===== config.mk =====
export PLATFORM = sky130hd
export DESIGN_NAME = opcode_locator_pipe
export DESIGN_NICKNAME = d
export VERILOG_FILES = /design/src/rtl/opcode_locator_pipe.sv
export SDC_FILE = /design/constraint.sdc
export NUM_CORES = 1
export LEC_CHECK = 0
export CORE_UTILIZATION = 30
export DETAILED_ROUTE_END_ITERATION = 7
export GPL_TIMING_DRIVEN = 1
export PLACE_DENSITY = 0.6
export RECOVER_POWER = 25
export SETUP_SLACK_MARGIN = 0.4
export SLEW_MARGIN = 20
export SYNTH_ARGS = -nofsm -noshare
export SYNTH_HDL_FRONTEND = slang
export SYNTH_SLANG_ARGS = --single-unit

===== constraint.sdc =====
create_clock -name clk -period 6.5 [get_ports clk]
set_input_delay 1.3 -clock clk [delete_from_list [all_inputs] [get_ports clk]]
set_output_delay 1.3 -clock clk [all_outputs]
set_load 0.005 [all_outputs]

===== src/rtl/opcode_locator_pipe.sv =====
`default_nettype none
// ============================================================================
// Module      : opcode_locator_pipe
// Description : Locates the opcode inside an x86 instruction window (first
//               non-prefix byte, 0F escape, malformed-window faults) and
//               returns the result through a 2-entry skid-buffered
//               valid/ready pipeline stage.
// Revision    : 1.0 - initial release
// ============================================================================
module opcode_locator_pipe #(
    parameter int WINDOW_BYTES = 8,
    parameter int MAX_PREFIX   = 4,
    parameter int SEL_W        = $clog2(WINDOW_BYTES)
) (
    input  logic                      clk,
    input  logic                      reset,
    input  logic                      flush,
    input  logic                      in_valid,
    output logic                      in_ready,
    input  logic [8*WINDOW_BYTES-1:0] in_bytes,
    input  logic [WINDOW_BYTES-1:0]   in_is_prefix,
    output logic                      out_valid,
    input  logic                      out_ready,
    output logic [SEL_W-1:0]          out_opcode_sel,
    output logic                      out_opcode_size,
    output logic [15:0]               out_opcode,
    output logic                      out_fault,
    output logic [1:0]                out_fault_code
);

    localparam logic [SEL_W-1:0] c_LAST_SEL   = SEL_W'(WINDOW_BYTES - 1);
    localparam logic [1:0]       c_FLT_NONE   = 2'd0;
    localparam logic [1:0]       c_FLT_PREFIX = 2'd1;
    localparam logic [1:0]       c_FLT_NOOP   = 2'd2;
    localparam logic [1:0]       c_FLT_TRUNC  = 2'd3;

    typedef struct packed {
        logic [SEL_W-1:0] sel;
        logic             size;
        logic [15:0]      opcode;
        logic [1:0]       code;
    } entry_t;

    logic             w_found;
    logic [SEL_W-1:0] w_p;
    logic [7:0]       w_b0;
    logic [7:0]       w_b1;
    entry_t           w_new;
    logic             w_accept;
    logic             w_drain;

    entry_t           r_main;
    entry_t           r_skid;
    logic             r_main_valid;
    logic             r_skid_valid;

    // Find the first non-prefix byte and pick out it and its successor.
    always_comb begin
        w_found = 1'b0;
        w_p     = '0;
        // Scanning downward leaves the lowest non-prefix index in w_p,
        // so prefix flags above the opcode have no effect.
        for (int k = WINDOW_BYTES - 1; k >= 0; k--) begin
            if (!in_is_prefix[k]) begin
                w_found = 1'b1;
                w_p     = SEL_W'(k);
            end
        end
        w_b0 = 8'h00;
        w_b1 = 8'h00;
        for (int k = 0; k < WINDOW_BYTES; k++) begin
            if (SEL_W'(k) == w_p) begin
                w_b0 = in_bytes[8*k +: 8];
            end
            if ((k > 0) && (SEL_W'(k - 1) == w_p)) begin
                w_b1 = in_bytes[8*k +: 8];
            end
        end
    end

    // Classify the window; fault priority is no-opcode, overflow, truncation.
    always_comb begin
        w_new = '0;
        if (!w_found) begin
            w_new.code = c_FLT_NOOP;
            w_new.sel  = c_LAST_SEL;
        end else begin
            w_new.sel = w_p;
            if (int'(w_p) > MAX_PREFIX) begin
                w_new.code   = c_FLT_PREFIX;
                w_new.opcode = {8'h00, w_b0};
            end else if (w_b0 == 8'h0F) begin
                if (w_p == c_LAST_SEL) begin
                    // Escape byte with no room for its second byte.
                    w_new.code   = c_FLT_TRUNC;
                    w_new.opcode = 16'h000F;
                end else begin
                    w_new.size   = 1'b1;
                    w_new.opcode = {w_b1, 8'h0F};
                end
            end else begin
                w_new.code   = c_FLT_NONE;
                w_new.opcode = {8'h00, w_b0};
            end
        end
    end

    // in_ready is the registered "skid empty" flag, so no path from out_ready.
    assign in_ready = ~r_skid_valid;
    assign w_accept = in_valid & ~r_skid_valid;
    assign w_drain  = r_main_valid & out_ready;

    // Two-entry skid buffer: main drives the outputs, skid absorbs one extra.
    always_ff @(posedge clk) begin
        if (reset) begin
            r_main_valid <= 1'b0;
            r_skid_valid <= 1'b0;
            r_main       <= '0;
            r_skid       <= '0;
        end else if (flush) begin
            r_main_valid <= 1'b0;
            r_skid_valid <= 1'b0;
        end else if (w_drain && r_skid_valid) begin
            // in_ready is low here, so no accept can coincide.
            r_main       <= r_skid;
            r_skid_valid <= 1'b0;
        end else if (w_accept && (!r_main_valid || w_drain)) begin
            r_main       <= w_new;
            r_main_valid <= 1'b1;
        end else if (w_accept) begin
            r_skid       <= w_new;
            r_skid_valid <= 1'b1;
        end else if (w_drain) begin
            r_main_valid <= 1'b0;
        end
    end

    assign out_valid       = r_main_valid;
    assign out_opcode_sel  = r_main.sel;
    assign out_opcode_size = r_main.size;
    assign out_opcode      = r_main.opcode;
    assign out_fault_code  = r_main.code;
    assign out_fault       = (r_main.code != c_FLT_NONE);

endmodule
`default_nettype wire


## Yosys cells after proc, flatten, opt, wreduce, memory -nomap -nowiden

Cells that the tools add are included.

| storage, ports and cells | value |
|---|---|
| input bits | 77 |
| register bits after elaboration | 46 |
| output and inout bits | 25 |

| operators by class | value |
|---|---|
| magnitude comparators | 1 |
| muxes and demuxes | 46 |
| reduce and logical (&&, ||, !) cells | 14 |
| equality and inequality tests | 10 |
| bitwise logic cells | 6 |

Operators with widths:

| kind | count |
|---|---|
| $mux W8 | 15 |
| $mux W22 | 2 |
| $mux W18 | 2 |
| $mux W3 | 9 |
| $mux W17 | 1 |
| $mux W16 | 1 |
| $mux W1 | 14 |
| $eq A3 B3 Y1 const A | 4 |
| $eq A8 B4 Y1 const B | 1 |
| $eq A2 B3 Y1 const A | 2 |
| $reduce_bool A2 Y1 | 3 |
| $mux W2 | 2 |
| $not A1 Y1 | 4 |
| $reduce_and A2 Y1 | 2 |
| $reduce_and A4 Y1 | 1 |
| $eq A1 B3 Y1 const A | 1 |
| $eq A3 B3 Y1 const B | 1 |
| $gt A3 B3 Y1 const B | 1 |
| $logic_not A3 Y1 | 1 |
| $reduce_and A3 Y1 | 1 |
| $reduce_or A3 Y1 | 1 |
| $and A1 B1 Y1 | 2 |
| $logic_and A1 B1 Y1 | 2 |
| $ne A2 B1 Y1 const B | 1 |
| 3 further kinds | 3 |

## Logic depth before layout (Yosys ltp)

| depth | value |
|---|---|
| word-level depth | 23 |
| mapped depth | 11 |
| depth with buffers taken out | 8 |

## Worst setup path before layout

OpenSTA, ideal clock, no wires.

| timing | value |
|---|---|
| path type | input to register |
| start point | input port in_is_prefix[2] |
| end point | register r_main, in the netlist out_opcode[0] |
| stages on the path | 9 |
| arrival | 3.124 ns |
| slack | 3.244 ns |
| library setup time | 0.131 ns |
| buffers on the path | 1 |
| path through | buf_4 nor2b_1 o21a_1 nor2_4 mux2_2 a311oi_2 a211oi_1 a211oi_1 nor3_1 |

| on the way | value |
|---|---|
| word-level cells in the longest chain between the ends | 18 |
| elaborated cells on any way between the ends | 29 |
| classes of those cells | 1 x order compare; 8 x eq/ne; 19 x mux; 1 x reduce/logical |

Ends and longest elaborated chain:

| what | line | text |
|---|---|---|
| from (decl) | 21 | `input logic [WINDOW_BYTES-1:0] in_is_prefix,` |
| $mux W3 (3 in a row) | 64 | `if (!in_is_prefix[k]) begin` |
| $logic_not A3 Y1 | 72 | `if (SEL_W'(k) == w_p) begin` |
| $mux W8 (8 in a row) | 72 |  |
| $eq A8 B4 Y1 | 92 | `end else if (w_b0 == 8'h0F) begin` |
| $mux W18 | 92 |  |
| $mux W18 | 89 | `if (int'(w_p) > MAX_PREFIX) begin` |
| $mux W17 * | 84 | `if (!w_found) begin` |
| $mux W22 * | 127 | `end else if (w_accept && (!r_main_valid \|\| w_drain)) begin` |
| $mux W22 * | 123 | `end else if (w_drain && r_skid_valid) begin` |
| to (signal assigned) | 125 | `r_main <= r_skid;` |
| to (signal assigned) | 128 | `r_main <= w_new;` |
| to (decl) | 52 | `entry_t r_main;` |

Every way passes the cells marked *; elsewhere a longest branch is shown, timed or not. The select of a mux whose other input is x is not followed.
A chain may end at the register's enable or synchronous reset.

## Worst setup path in the final report

| timing | value |
|---|---|
| start point | input port in_is_prefix[2] |
| end point | register r_main, in the netlist out_opcode_size |

| on the way | value |
|---|---|
| word-level cells in the longest chain between the ends | 18 |
| elaborated cells on any way between the ends | 31 |
| classes of those cells | 1 x order compare; 9 x eq/ne; 20 x mux; 1 x reduce/logical |

Ends and longest elaborated chain:

| what | line |
|---|---|
| $mux W3 (3 in a row) | 64 |
| $logic_not A3 Y1 | 72 |
| $mux W8 (8 in a row) | 72 |
| $eq A8 B4 Y1 | 92 |
| $mux W1 | 92 |
| $mux W1 | 89 |
| $mux W17 * | 84 |
| $mux W22 * | 127 |
| $mux W22 * | 123 |

Marked as above.

==> out/results.txt <==
Area Growth Syn to Fin = 35.94%
DR iter-0 viols = 473
Largest net degree at the start of global routing = 40
PostCTS Resize Cnt = 0
Library cells used by synthesis = 64
Min-delay worst type = flop to flop
Die height = 106.6 um
Core Util, Final = 0.4261
Net count, final = 609
Crit path from = in_is_prefix[2]
Power Internal = 0.5109 mW
Net Sw Frac = 0.3008
Htree depth = 2
Maximum fanout along the worst path = 18
Leakage = 1.581 nW
Most frequently used flop master after synthesis = dfxtp_1
Global-route wire length before repair = 19650 um
CP Capture Type = flop
Vias post-DR = 3941
Worst slew margin = -0.1644
CTS clk-pin slew, worst paths = 90 ps
Setup tns final = 0 ps
CTS tree = built
R2R Setup Slk = 4490 ps
Cell taking the most area after synthesis = dfxtp_1
Root buf cell = clkbuf_8
I/O pin count = 102
Routed WL per cell = 18.49 um
Core Area = 10460 sq um
Antenna viol nets, final = 0
Share of layout cells above drive strength 1 = 0.06567
Starting Density = 0.3134
Final Skew = 6.599 ps
Clk_lat worst skew = 290 ps
Status = complete, but fails checks
Commonest cells after routing, fill and taps aside = clkdlybuf4s50_1, nand2_1, a21oi_1
CTS sink cnt = 46
Fmax = 228.0 MHz
Final Hold Viols = 0
Power Density = 163.9 nW/um^2
Remaining global-route overflow = 0
Cells after Synth = 451
Final setup vio count = 0
Clock network power share = 0.293
Post-Route WL = 12370 um
Setup WS post-layout = 2114 ps
Syn Nets = 528
Gate power share = 0.300
DRC Markers = 0
Min-Delay Startpoint = r_skid[11]
Vias in the first global route = 3760
Setup Buffers After CTS = 0
Max VDD drop = 0.08226 mV
M1 wire length = 5324 um
Clk buf depth = 2
Final Max Slew Viols = 40
Worst path required time = 6700 ps
CTS Buf Count = 5
Drt pass-1 iters = 5
Initial antenna violation count = 0
RSZ-0062 raised after global routing = false
Multi-input logic area = 2213 sq um
Commonest non-fill, non-tap cell in the layout = clkdlybuf4s50_1
Seq cells post-synth = 46
WHS = 452.1 ps
RR Startpoint = out_valid
Cts hold-fix bufs = 0
Post-synth EDFFs = 0
Dpl ws = 1892 ps
Total Die Area = 11350 sq um
Register Area = 920.9 sq um
Metal2 WL = 5848 um
Async SR Flop Fraction = 0
Sequential area share after synthesis = 0.2808
Worst Tran Pin Value = 1747 ps
DR top layer = met4
Top post-synthesis cells by area = dfxtp_1, nand2_1, a21oi_1
Sequential power share = 0.407
Die X = 106.6 um
Startpoint types = primary input
Synth Warn # = 0
Max Cap Violations = 1
Placement Rows = 37
Failing checks = capacitance limit, slew limit
Ant. Diodes = 0
Power, Total = 0.7307 mW
Met3 Routed Length = 979 um
Final Critical Period = 4386 ps
Port bufs = 101
Dpl hpwl = 9738 um
Yosys top cell area share = 0.2808
Routed vias/inst = 5.891
Psw = 0.2198 mW
FILL cells = 1104
Crit path DAT = 4580 ps
GRT Util Overall = 0.2192
Gpl congestion = 0.9590
Average cell area after synthesis = 7.271 sq um
Setup CP Type = primary input to flop
Fin crit share = 0.6748
Mapped Area = 3279 sq um
synthesized netlist by cell type (10+ instances only):
cell type   n
o21ai_0    19
a221oi_1   10
a21oi_1    50
dfxtp_1    46
nand2_1    69
nand3_1    18
nor3_1     10
clkbuf_1   17
nand2b_1   11
a211oi_1   14
nor2_1     46
o21ai_1    11
worst max-delay path, stage by stage:
cell and delay [ps]:
clkdlybuf4s50_1 900, nand4_2 320, nor2_2 570, and3_1 440, a32o_1 240, a311oi_2 80
o21ai_2 250, nand4_4 220, a211oi_2 240
path summary, 6_finish.rpt:
kind	cells after the start	end
setup / recovery	9	out_opcode_size
hold / removal	2	r_skid[11]
setup reg to reg	5	r_skid[17]
hold reg to reg	2	r_skid[11]
cell families (layout without fill, tap and decap cells):
group / after synthesis / after routing / share of synthesized area
AOI/OAI and AO/OA: 172 / 172 / 0.3621
DFF: 46 / 46 / 0.2808
and+or+nand+nor: 190 / 190 / 0.2778
buffers and inverters: 33 / 115 / 0.04769
muxes: 10 / 10 / 0.03167
per-stage QoR:
step | std cells | cell area, sq um
6_report | 669 | 4458
5_1_grt | 669 | 4458
4_1_cts | 669 | 4462
3_5_place_dp | 661 | 4349
3_3_place_gp | 661 | 4349
2_1_floorplan | 451 | 3279
power by group through the flow:
stage,clock network (mW),registers [mW],logic (mW)
final,0.214,0.297,0.219
after floorplan,0,0.304,0.110
after global routing,0.231,0.299,0.236
after CTS,0.217,0.298,0.219
after detailed placement,0,0.304,0.218
after global placement,0,0.304,0.218
layout make-up:
| class | count | share of cell area |
|---|---|---|
| Tap cell | 136 | 0.03817 |
| Clock inverter | 3 | 0.009823 |
| Clock buffer | 5 | 0.01544 |
| Multi-Input combinational cell | 372 | 0.4965 |
| Sequential cell | 46 | 0.2066 |
| Timing Repair Buffer | 104 | 0.2310 |
| Inverter | 3 | 0.002526 |
layer usage:
metal	global-route usage	vias up
met3	0.03433	18
met1	0.2860	1829
met4	0.05675	0
met2	0.3743	229
met5	0	-
li1	-	1865
state kept, by name, indices dropped and copies added, names as in the netlist:
| name | flops |
|---|---|
| out_fault_code | 2 |
| out_opcode | 16 |
| out_opcode_sel | 3 |
| out_opcode_size | 1 |
| out_valid | 1 |
| r_skid | 22 |
| r_skid_valid | 1 |
No activity file was read; power rests on OpenSTA's default activity.
